File: src/rtl/seq_divider.sv
// seq_divider: iterative unsigned restoring divider, one quotient bit per clock, start/done handshake
//   clk, rst (async, active-high) | start, dividend, divisor in | busy, done, quotient, remainder, div_by_zero out
module seq_divider #(
  parameter int WIDTH = 8
) (
  input  logic             clk,
  input  logic             rst,
  input  logic             start,
  input  logic [WIDTH-1:0] dividend,
  input  logic [WIDTH-1:0] divisor,
  output logic             busy,
  output logic             done,
  output logic [WIDTH-1:0] quotient,
  output logic [WIDTH-1:0] remainder,
  output logic             div_by_zero
);
  localparam int CW = $clog2(WIDTH + 1);
  typedef enum logic [1:0] {S_IDLE, S_RUN, S_DONE} state_t;
  state_t state, nxt;
  logic [CW-1:0] cnt;
  logic [WIDTH:0] pr, sh, diff, npr;
  logic [WIDTH-1:0] dvd, dvs, qs, nq;
  logic accept, last, ge, zero;
  always_comb begin
    accept = start && state != S_RUN;
    zero = divisor == '0;
    last = cnt == CW'(1);
    sh = (pr << 1) | {{WIDTH{1'b0}}, dvd[WIDTH-1]};
    diff = sh - {1'b0, dvs};
    // partial remainder stays below the divisor, so a borrow out of the subtract means sh < divisor
    ge = ~diff[WIDTH];
    npr = ge ? diff : sh;
    nq = (qs << 1) | {{(WIDTH-1){1'b0}}, ge};
    nxt = accept ? (zero ? S_DONE : S_RUN)
        : state == S_RUN ? (last ? S_DONE : S_RUN)
        : S_IDLE;
  end
  always_ff @(posedge clk or posedge rst)
    if (rst) state <= S_IDLE;
    else state <= nxt;
  always_ff @(posedge clk or posedge rst)
    if (rst) begin
      cnt <= '0;
      pr <= '0;
      dvd <= '0;
      dvs <= '0;
      qs <= '0;
      quotient <= '0;
      remainder <= '0;
      div_by_zero <= 1'b0;
    end else if (accept) begin
      cnt <= CW'(WIDTH);
      pr <= '0;
      dvd <= dividend;
      dvs <= divisor;
      qs <= '0;
      div_by_zero <= zero;
      if (zero) begin
        quotient <= '1;
        remainder <= dividend;
      end
    end else if (state == S_RUN) begin
      cnt <= cnt - CW'(1);
      pr <= npr;
      dvd <= dvd << 1;
      qs <= nq;
      if (last) begin
        quotient <= nq;
        remainder <= npr[WIDTH-1:0];
      end
    end
  assign busy = state == S_RUN;
  assign done = state == S_DONE;
endmodule

File: config.mk
export PLATFORM = sky130hd
export DESIGN_NAME = seq_divider
export DESIGN_NICKNAME = d
export VERILOG_FILES = /design/src/rtl/seq_divider.sv
export SDC_FILE = /design/constraint.sdc
export NUM_CORES = 1
export LEC_CHECK = 0
export CORE_MARGIN = 2
export CORE_UTILIZATION = 35
export DETAILED_ROUTE_END_ITERATION = 12
export GPL_TIMING_DRIVEN = 1
export PLACE_DENSITY = 0.53
export SETUP_SLACK_MARGIN = 0.4
export SYNTH_ARGS = -nofsm -noshare
export SYNTH_HDL_FRONTEND = slang
export SYNTH_SLANG_ARGS = --single-unit
File: constraint.sdc
create_clock -name clk -period 2.2 [get_ports clk]
set_input_delay 0.44 -clock clk [delete_from_list [all_inputs] [get_ports clk]]
set_output_delay 0.44 -clock clk [all_outputs]
set_load 0.02 [all_outputs]
==> results.md, run 1 <==
- Initial DRC count: 78
- Post-synth EDFFs: 0
- RD Place Congestion: 0.947
- Fin. max-slew vios: 0
- Ports: 38
- Multi-input gate area: approximately 0.0015 mm2
- Final setup skew: ~0.011 ns
- Synthesized area: about 0.0028 mm2
- Worst relative slew slack: around two thirds
- CORE AREA: 0.00769 mm2
- Largest net degree at the start of global routing: 55
- M1 WL: roughly 3.6 mm
- CP endpoint kind: flop
- DIE HEIGHT: 92.7 um
- Synth Instances: ~280
- Asr flop ratio synth: 100%
- Main synth FF type: dfrtp_1
- Worst setup SP type: flop
- FP Rows: 32
- Clk_lat worst skew: 0.32 ns
- Most common cell after layout, fill and taps aside: dfrtp_1
- Routed met2 length: roughly 3.4 mm
- Met3 wire len: 321 um
- Final cell count without fillers: about 460
- Synth top area cells: dfrtp_1 49%, mux2i_1 5.8%, ha_1 4.5%
- First-pass GRT wire length: about 12 mm
- Reg clk slew, reported paths: between 0.1 and 0.15 ns
- Vias per inst: slightly above 5
- DRC: 0
- Clk buf depth: 2
- Placed Instances: approximately 440
- Cell Area, Placed: ~0.0035 mm2
- Vias in the first global route: about 2.2k
- Most used cell along the critical path: inv_2
- First-pass iteration count of the detailed router: 4
- TritonCTS clock tree: yes
- Most frequent cells in the layout: 54 x dfrtp_1, 41 x buf_4, 29 x nand2_1, 29 x clkdlybuf4s50_1, 17 x o21ai_0
- Post-synth top area share: about 50%
- CP top delay family: multiplexers
- Maximum fanout along the worst path: 3
- Cell taking the most area after synthesis: dfrtp_1
- GRT overflow: 0
- Slowest cell on crit path: dfrtp_1
- Worst endpoint required time: between 2 and 2.5 ns
- H-tree levels: 2
- Die width: 92.7 um
- FF/Latch Area: around 0.0014 mm2
- Failing checks: setup timing
- Avg Cell Area, Syn: about 9.9 um2
- Final-report hold violation count: 0
- Share of cells above drive strength 1: 30.5%
- WHS: 0.428 ns
- Final ANT Viol Nets: 0
- Sequential-to-total area share from yosys stat: 49.1%
- Max stage delay on crit path: ~0.4 ns
- Ys Warns: 0
- Fmax: around 430 MHz
- Uppermost layer routed: met4
- Antenna violations before repair: 0
- Post-synthesis register bit count: 54
- Vias: between 2k and 2.5k
- Layout net count: 386
- Root Driver: clkbuf_8
- Final setup viols: 16
- Worst setup path category: flop to flop
- Buffers added on ports: 37
- Status: finished, violations left
- RSZ-0062 raised after global routing: yes
- Post-DP HPWL: 5.14 mm
- Finished layout cell area: between 0.003 and 0.004 mm2
- Post-layout minimum cycle time: ~2.3 ns
- Fin util: 50.9%
- Die area: around 0.0086 mm2
- Hold Crit Class: input pin to flop
- Number of max-cap violations: 0
- Buf+Inv Stages, Crit Path: 3
- Least-Margin Pin Slew: roughly 0.48 ns
- Worst setup margin: -0.111 ns
- CTS sink count: 54
- Syn Nets: between 300 and 400
- Antenna Cells: 0
- Final period utilization: 105%
- Fill cell count: 730
- Routed WL: between 7 and 8 mm
- Total global-route track usage: ~18%
- Crit-path cells: inv_2 > ha_4 > inv_2 > fa_2 > a211oi_2 > nor3_2 > mux2i_2 > buf_4 > nor2_4 > mux2_4 > a21oi_2
- Synth-to-layout area growth: 42.0%
- Critical path data arrival time: roughly 2.6 ns
- Starting Density: around 36%
- CTS buffer count: 5
- Routed wire per std cell: 16.2 um
- Synth cell types: 45
-- layer usage --
metal / up-vias / GRT usage [%]
met5: - / 0
met4: 0 / 5.15
met3: 14 / 3.25
met2: 64 / 26.3
met1: 1139 / 26.6
li1: 1137 / -
-- state kept, by name, summed over array words and instances, names as in the netlist --
name and count:
pr 8, div_by_zero 1, dvs 8, cnt 4, state 2, quotient 8, remainder 8, qs 7
dvd 8
-- kinds of logic (layout without fill, tap and decap cells) --
group                      count (synthesis)  in the layout  synth area share, %
AOI/OAI and AO/OA                         69             69                 15.4
xor gates and xnor gates                   6              6                 1.91
adders and majority gates                 11             11                 5.27
buffers and inverters                     30            109                 4.50
DFF                                       54             54                 49.1
muxes                                     25             25                 9.63
and+or+nand+nor                           83             83                 14.3
-- cell usage after synthesis (all sizes together) (2+ instances only) --
cell / n
dfrtp: 54
nand2: 33
o21ai: 29
inv: 16
mux2i: 16
nand3: 15
a21oi: 13
nor2: 13
ha: 10
mux2: 9
clkbuf: 8
o22a: 7
buf: 6
xnor2: 6
nor3: 5
a31oi: 4
o22ai: 4
a22oi: 3
nand2b: 3
nor2b: 3
nor4: 3
and3: 2
-- area by class of cell --
type	count	share of cell area, %
Multi-Input combinational cell	194	38.3
Sequential cell	54	34.6
Timing Repair Buffer	85	19.8
Tap cell	102	3.26
Clock buffer	5	1.76
Inverter	16	1.54
Clock inverter	3	0.736
-- worst register-to-register path: stages, from the launching register on --
cell,delay [ns]
dfrtp_1,0.40
inv_2,0.08
ha_4,0.13
inv_2,0.03
fa_2,0.34
a211oi_2,0.28
nor3_2,0.09
mux2i_2,0.18
buf_4,0.16
nor2_4,0.11
mux2_4,0.33
a21oi_2,0.12
-- worst paths after layout --
| path | start | endpoint | slack (ns) | cells after the start |
|---|---|---|---|---|
| min in group asynchronous | rst | dvs[3]$_DFFE_PP0P_ | 0.47 | 3 |
| max | dvd[7]$_DFFE_PP0P_ | remainder[0]$_DFFE_PP0P_ | -0.11 | 11 |
| max reg2reg | dvd[7]$_DFFE_PP0P_ | remainder[0]$_DFFE_PP0P_ | -0.11 | 11 |
| max in group asynchronous | rst | remainder[1]$_DFFE_PP0P_ | 1.46 | 3 |
| min reg2reg | div_by_zero$_DFFE_PP0P_ | div_by_zero$_DFFE_PP0P_ | 0.49 | 2 |
| min | divisor[2] | dvs[2]$_DFFE_PP0P_ | 0.43 | 2 |
-- metrics by stage --
stage | setup slack (ns) | TNS, ns
CTS | -0.118 | -0.594
detailed placement | -0.221 | -3.76
global placement | -0.152 | -2.43
finish | -0.111 | -1.17
global route | -0.217 | -3.31
floorplan | -0.0611 | -0.464
-- what timing repair did --
action / 4_1_cts / 5_1_grt
buffers inserted: 6 / 9
resized for setup: 45 / 24
endpoints found under the setup margin: 28 / 28
hold buffers: 0 / 0
pin swaps: 20 / 18
Power of run 1 is not shown: default switching activity piles up to over one toggle a cycle in this logic, so the estimate is an artifact.
==> run 2: changes to the inputs <==
Settings changed: PLACE_DENSITY 0.53 to 0.61, SLEW_MARGIN set to 20.
==> run 2 against run 1 <==
The run still ends with setup timing left; global-route usage fell by 0.44 points; first-iteration DRC count rose by 96%; core utilization fell by 1.1 points; non-clock buffer count fell by 4; cell count fell by 0.87%; register-to-register slack got worse by 0.02 ns; flip-flop and latch count did not move; fmax fell by 1.0%; critical path type unchanged; critical endpoint is now pr[0]$_DFFE_PP0P_; highest routed layer unchanged.
==> results.md, run 2 (same netlist as run 1, synthesis figures left out) <==
- Status: finished, violations left
- Failing checks: setup timing
- Maximum fanout along the worst path: 3
- Die width: just over 90 um
- RSZ-0062 raised after global routing: yes
- Total global-route track usage: between 10% and 20%
- Vias: roughly 2.3k
- Critical path data arrival time: 2.58 ns
- RD Place Congestion: between 0.9 and 1
- Most frequent cells in the layout: 54 x dfrtp_1, 41 x buf_4, 30 x nand2_1
- Comb pwr share: between 60 and 70%
- Ports: 38
- Pwr Density: 1890 mW/mm2
- Root Driver: clkbuf_8
- Routed wire per std cell: between 15 and 20 um
- Buffers added on ports: 37
- First-pass GRT wire length: 11.6 mm
- Clk_lat worst skew: 0.32 ns
- Reg clk slew, reported paths: 0.10 ns
- PnR Total Power: 7.25 mW
- Vias in the first global route: 2,314
- Vias per inst: 5.09
- Peak supply drop: about 640 uV
- Finished layout cell area: 0.00383 mm2
- GRT overflow: 0
- H-tree levels: 2
- Most common cell after layout, fill and taps aside: dfrtp_1
- Least-Margin Pin Slew: about 0.47 ns
- Final ANT Viol Nets: 0
- Worst setup SP type: flop
- CTS buffer count: 5
- Worst setup path category: flop to flop
- Number of max-cap violations: 0
- Worst setup margin: -0.134 ns
- Final-report hold violation count: 0
- Worst relative slew slack: roughly two thirds
- Internal Power: about 4.1 mW
- Final cell count without fillers: between 400 and 500
- Net Sw Frac: 43.7%
- Net Sw Power: ~3.2 mW
- Hold-fix buffers, CTS: 0
- DRC: 0
- FF/Latch Area: around 0.0014 mm2
- Fill cell count: ~700
- CTS sink count: between 50 and 60
- Starting Density: 35.8%
- Clk pwr share: around 8.3%
- CORE AREA: about 0.0077 mm2
- Cell Area, Placed: about 0.0035 mm2
- TritonCTS clock tree: yes
- Setup TNS: -1.19 ns
- Antenna Cells: 0
- Hold Crit Class: input pin to flop
- Share of cells above drive strength 1: between 20% and 30%
- FP Rows: 32
- CP endpoint kind: flop
- Fin util: between 40% and 50%
- Final setup viols: 16
- DIE HEIGHT: around 90 um
- Largest net degree at the start of global routing: between 50 and 60
- Placed Instances: roughly 440
- Reg power frac: 25.5%
- Synth-to-layout area growth: 38.9%
- Final period utilization: 106%
- Routed WL: roughly 7.1 mm
- Multi-input gate area: 0.00146 mm2
- Initial DRC count: 153
- Antenna violations before repair: 0
- Post-layout minimum cycle time: between 2 and 2.5 ns
- Clk buf depth: 2
- Fin. max-slew vios: 0
- Final setup skew: around 0.013 ns
- Pleak: about 1.7 nW
- Layout net count: between 300 and 400
- First-pass iteration count of the detailed router: 4
- Die area: 0.00859 mm2
- Fmax: around 430 MHz
- Worst endpoint required time: ~2.5 ns
- Post-DP HPWL: around 5.1 mm
==> run 2: changes by cell type in the layout (fill, tap and decap cells not counted), sizes merged <==
cell / before / now
clkbuf: 5 / 7
buf: 49 / 44
clkinvlp: 0 / 1
inv: 18 / 17
clkinv: 1 / 0
dlymetal6s2s: 6 / 4
dlygate4sd2: 1 / 3
==> run 2: area by class of cell <==
type | instances | share of cell area [%]
Inverter | 16 | 1.64
Clock buffer | 6 | 2.16
Sequential cell | 54 | 35.3
Multi-Input combinational cell | 194 | 38.3
Tap cell | 102 | 3.34
Clock inverter | 2 | 0.425
Timing Repair Buffer | 81 | 18.9
==> run 2: power by group through the flow <==
stage	registers [mW]	logic, mW	clock network [mW]
CTS	1.85	4.47	0.634
finish	1.85	4.80	0.605
global placement	1.85	3.87	0
floorplan	1.93	2.48	0
detailed placement	1.85	3.95	0
global route	1.92	5.20	0.664
==> run 2: worst paths after layout <==
| check | to | from | slack [ns] | cells after the start |
|---|---|---|---|---|
| setup reg to reg | pr[0]$_DFFE_PP0P_ | dvd[7]$_DFFE_PP0P_ | -0.13 | 11 |
| setup / recovery | pr[0]$_DFFE_PP0P_ | dvd[7]$_DFFE_PP0P_ | -0.13 | 11 |
| min in group asynchronous | dvs[0]$_DFFE_PP0P_ | rst | 0.48 | 3 |
| hold / removal | dvs[5]$_DFFE_PP0P_ | divisor[5] | 0.43 | 2 |
| max in group asynchronous | pr[1]$_DFFE_PP0P_ | rst | 1.47 | 3 |
| hold reg to reg | dvd[2]$_DFFE_PP0P_ | dvd[1]$_DFFE_PP0P_ | 0.49 | 2 |
==> run 2: through the flow <==
step,hold slack [ns],setup slack (ns)
4_1_cts,0.484,-0.0601
3_3_place_gp,0.470,-0.214
3_5_place_dp,0.471,-0.213
5_1_grt,0.435,-0.208
2_1_floorplan,0.449,-0.0611
6_report,0.428,-0.134
==> run 2: critical path, stage by stage (launching register included) <==
cell and delay (ns):
dfrtp_1 0.40, inv_2 0.09, ha_4 0.14, inv_2 0.03
fa_2 0.36, a211oi_4 0.27, nor3_4 0.07, mux2i_2 0.18
buf_4 0.16, nor2_4 0.12, mux2_4 0.34, o21ai_2 0.11
==> run 2: routing by layer <==
| layer | vias to the layer above | wire [um] | track usage (%) |
|---|---|---|---|
| met5 | - | 0 | 0 |
| met4 | 0 | 172 | 6.37 |
| met3 | 17 | 408 | 3.99 |
| met2 | 69 | 3130 | 26.5 |
| met1 | 1104 | 3360 | 24.1 |
| li1 | 1126 | - | - |
==> run 2: what timing repair did <==
action | CTS | global route
setup endpoints to repair | 28 | 29
pin swaps | 11 | 7
resized for setup | 37 | 18
buffers inserted | 7 | 4
Note: power is estimated with default switching activity, not from simulation.
==> run 3: changes to the inputs <==
--- a/constraint.sdc
+++ b/constraint.sdc
@@ -3,2 +3,2 @@
 set_output_delay 0.44 -clock clk [all_outputs]
-set_load 0.02 [all_outputs]
+set_load 0.1 [all_outputs]
==> run 3 against run 2 <==
The flow still finishes with violations (setup timing); clock skew shrank 0.0026 ns; core utilization decreased by 1.3 points; fmax increased by 1.0%; flip-flop and latch count is the same; cell count is 1.1% lower; worst setup slack better by 0.023 ns; die area did not move; design area down 2.7%; global-route usage is 0.46 points lower; non-clock buffer count is 5 lower; largest cell class unchanged.
==> results.md, run 3 (same netlist as run 1, synthesis figures left out) <==
- Status: finished, violations left
- Failing checks: setup timing
- CP endpoint kind: flop
- Most frequent cells in the layout: 55 x buf_4, 54 x dfrtp_1, 31 x nand2_1
- Worst setup margin: -0.111 ns
- Routed wire per std cell: 15.4 um
- Initial DRC count: about 140
- Final period utilization: 105%
- Vias per inst: a little over 5
- RSZ-0062 raised after global routing: yes
- Routed WL: a little under 7 mm
- Final ANT Viol Nets: 0
- Worst endpoint required time: roughly 2.5 ns
- First-pass iteration count of the detailed router: 4
- FP Rows: 32
- Total global-route track usage: 16.9%
- Buffers added on ports: 37
- Slowest cell on crit path: dfrtp_1
- CORE AREA: ~0.0077 mm2
- Worst relative slew slack: between 60% and 70%
- Critical path data arrival time: ~2.6 ns
- Final-report hold violation count: 0
- RD Place Congestion: around 0.9
- Fmax: 433 MHz
- Die width: 92.7 um
- H-tree levels: 2
- Number of max-cap violations: 0
- Antenna Cells: 0
- Vias: between 2k and 2.5k
- Crit-path cells: inv_2 > ha_4 > inv_2 > fa_2 > a211oi_4 > nor3_2 > mux2i_2 > buf_4 > nor2_4 > mux2_4 > a21oi_2
- Maximum fanout along the worst path: 3
- Most common cell after layout, fill and taps aside: buf_4
- Share of cells above drive strength 1: around 31%
- DIE HEIGHT: ~93 um
- Synth-to-layout area growth: 35.2%
- Starting Density: between 30% and 40%
- Post-layout minimum cycle time: approximately 2.3 ns
- Worst setup SP type: flop
- Vias in the first global route: around 2.3k
- Hold Crit Class: input pin to flop
- Root Driver: clkbuf_8
- First-pass GRT wire length: 11.4 mm
- Post-DP HPWL: around 5.2 mm
- Clk_lat worst skew: approximately 0.31 ns
- Die area: roughly 0.0086 mm2
- Layout net count: about 380
- Max stage delay on crit path: roughly 0.40 ns
- Largest net degree at the start of global routing: 27
- Reg clk slew, reported paths: roughly 0.11 ns
- Antenna violations before repair: 0
- Final setup viols: 15
- GRT overflow: 0
- Final setup skew: 0.0103 ns
- DRC: 0
- CTS buffer count: 5
- Most used cell along the critical path: inv_2
- Worst setup path category: flop to flop
- Fin. max-slew vios: 0
- Clk buf depth: 2
- CTS sink count: 54
- WHS: 0.431 ns
- Least-Margin Pin Slew: roughly 0.53 ns
- Hold-fix buffers, CTS: 0
- TritonCTS clock tree: yes
- Ports: 38
[run 3: changes by cell type in the layout (fill, tap and decap cells not counted), moves of 2 or more]
cell             before  now
a21oi_1               9   11
a21oi_2               4    2
buf_4                41   55
clkdlybuf4s50_1      29   16
dlygate4sd2_1         3    0
dlymetal6s2s_1        4    2
o21ai_1               8   10
o21ai_2               4    2
[run 3: area by class of cell]
class,instances,area (um2)
clock buffers,5,68.8
clock inverters,3,48.8
fillers,742,3960
inverters,16,66.3
multi-input cells,194,1410
flip-flops and latches,54,1350
well taps,102,128
repair buffers,76,649
[run 3: final timing paths]
path,from,endpoint,slack [ns],cells past startpoint
max in group asynchronous,rst,remainder[2]$_DFFE_PP0P_,1.21,3
hold reg to reg,dvd[1]$_DFFE_PP0P_,dvd[2]$_DFFE_PP0P_,0.49,2
setup reg to reg,dvd[7]$_DFFE_PP0P_,remainder[0]$_DFFE_PP0P_,-0.11,11
min in group asynchronous,rst,div_by_zero$_DFFE_PP0P_,0.47,2
setup / recovery,dvd[7]$_DFFE_PP0P_,remainder[0]$_DFFE_PP0P_,-0.11,11
hold / removal,divisor[4],dvs[4]$_DFFE_PP0P_,0.43,2
[run 3: per-stage QoR]
stage / cells / setup TNS (ns) / setup WS, ns / area [um2] / utilization [%]
CTS: 449 / -0.589 / -0.0768 / 3660 / 47.7
detailed placement: 436 / -3.34 / -0.216 / 3430 / 44.6
finish: 450 / -0.999 / -0.111 / 3720 / 48.4
floorplan: 278 / -0.470 / -0.0611 / 2770 / -
global route: 450 / -2.94 / -0.220 / 3720 / 48.4
global placement: 436 / -2.28 / -0.134 / 3430 / 44.6
[run 3: metal layers]
| metal | global-route usage, % | vias to the layer above | wire, um |
|---|---|---|---|
| met1 | 24.1 | 1123 | 3370 |
| met2 | 26.9 | 63 | 3130 |
| met3 | 3.17 | 6 | 371 |
| met4 | 3.55 | 0 | 70 |
| li1 | - | 1117 | - |
| met5 | 0 | - | 0 |
[run 3: what timing repair did]
action | CTS | global route
setup endpoints to repair | 27 | 26
gates cloned | 0 | 0
pin swaps | 6 | 3
setup buffers | 5 | 1
gates resized for setup | 22 | 14
endpoints found under the hold margin | 0 | 0
[run 3: critical path: cells and delay by family (launching register included)]
family	cells	cell delay (ns)
adder cells (fa/ha/maj)	2	0.49
multiplexers	2	0.50
flip-flops	1	0.40
AO/OA/AOI/OAI	2	0.37
AND/OR/NAND/NOR	2	0.20
buffers and inverters	3	0.27
Power of run 3 is left out for the same reason.
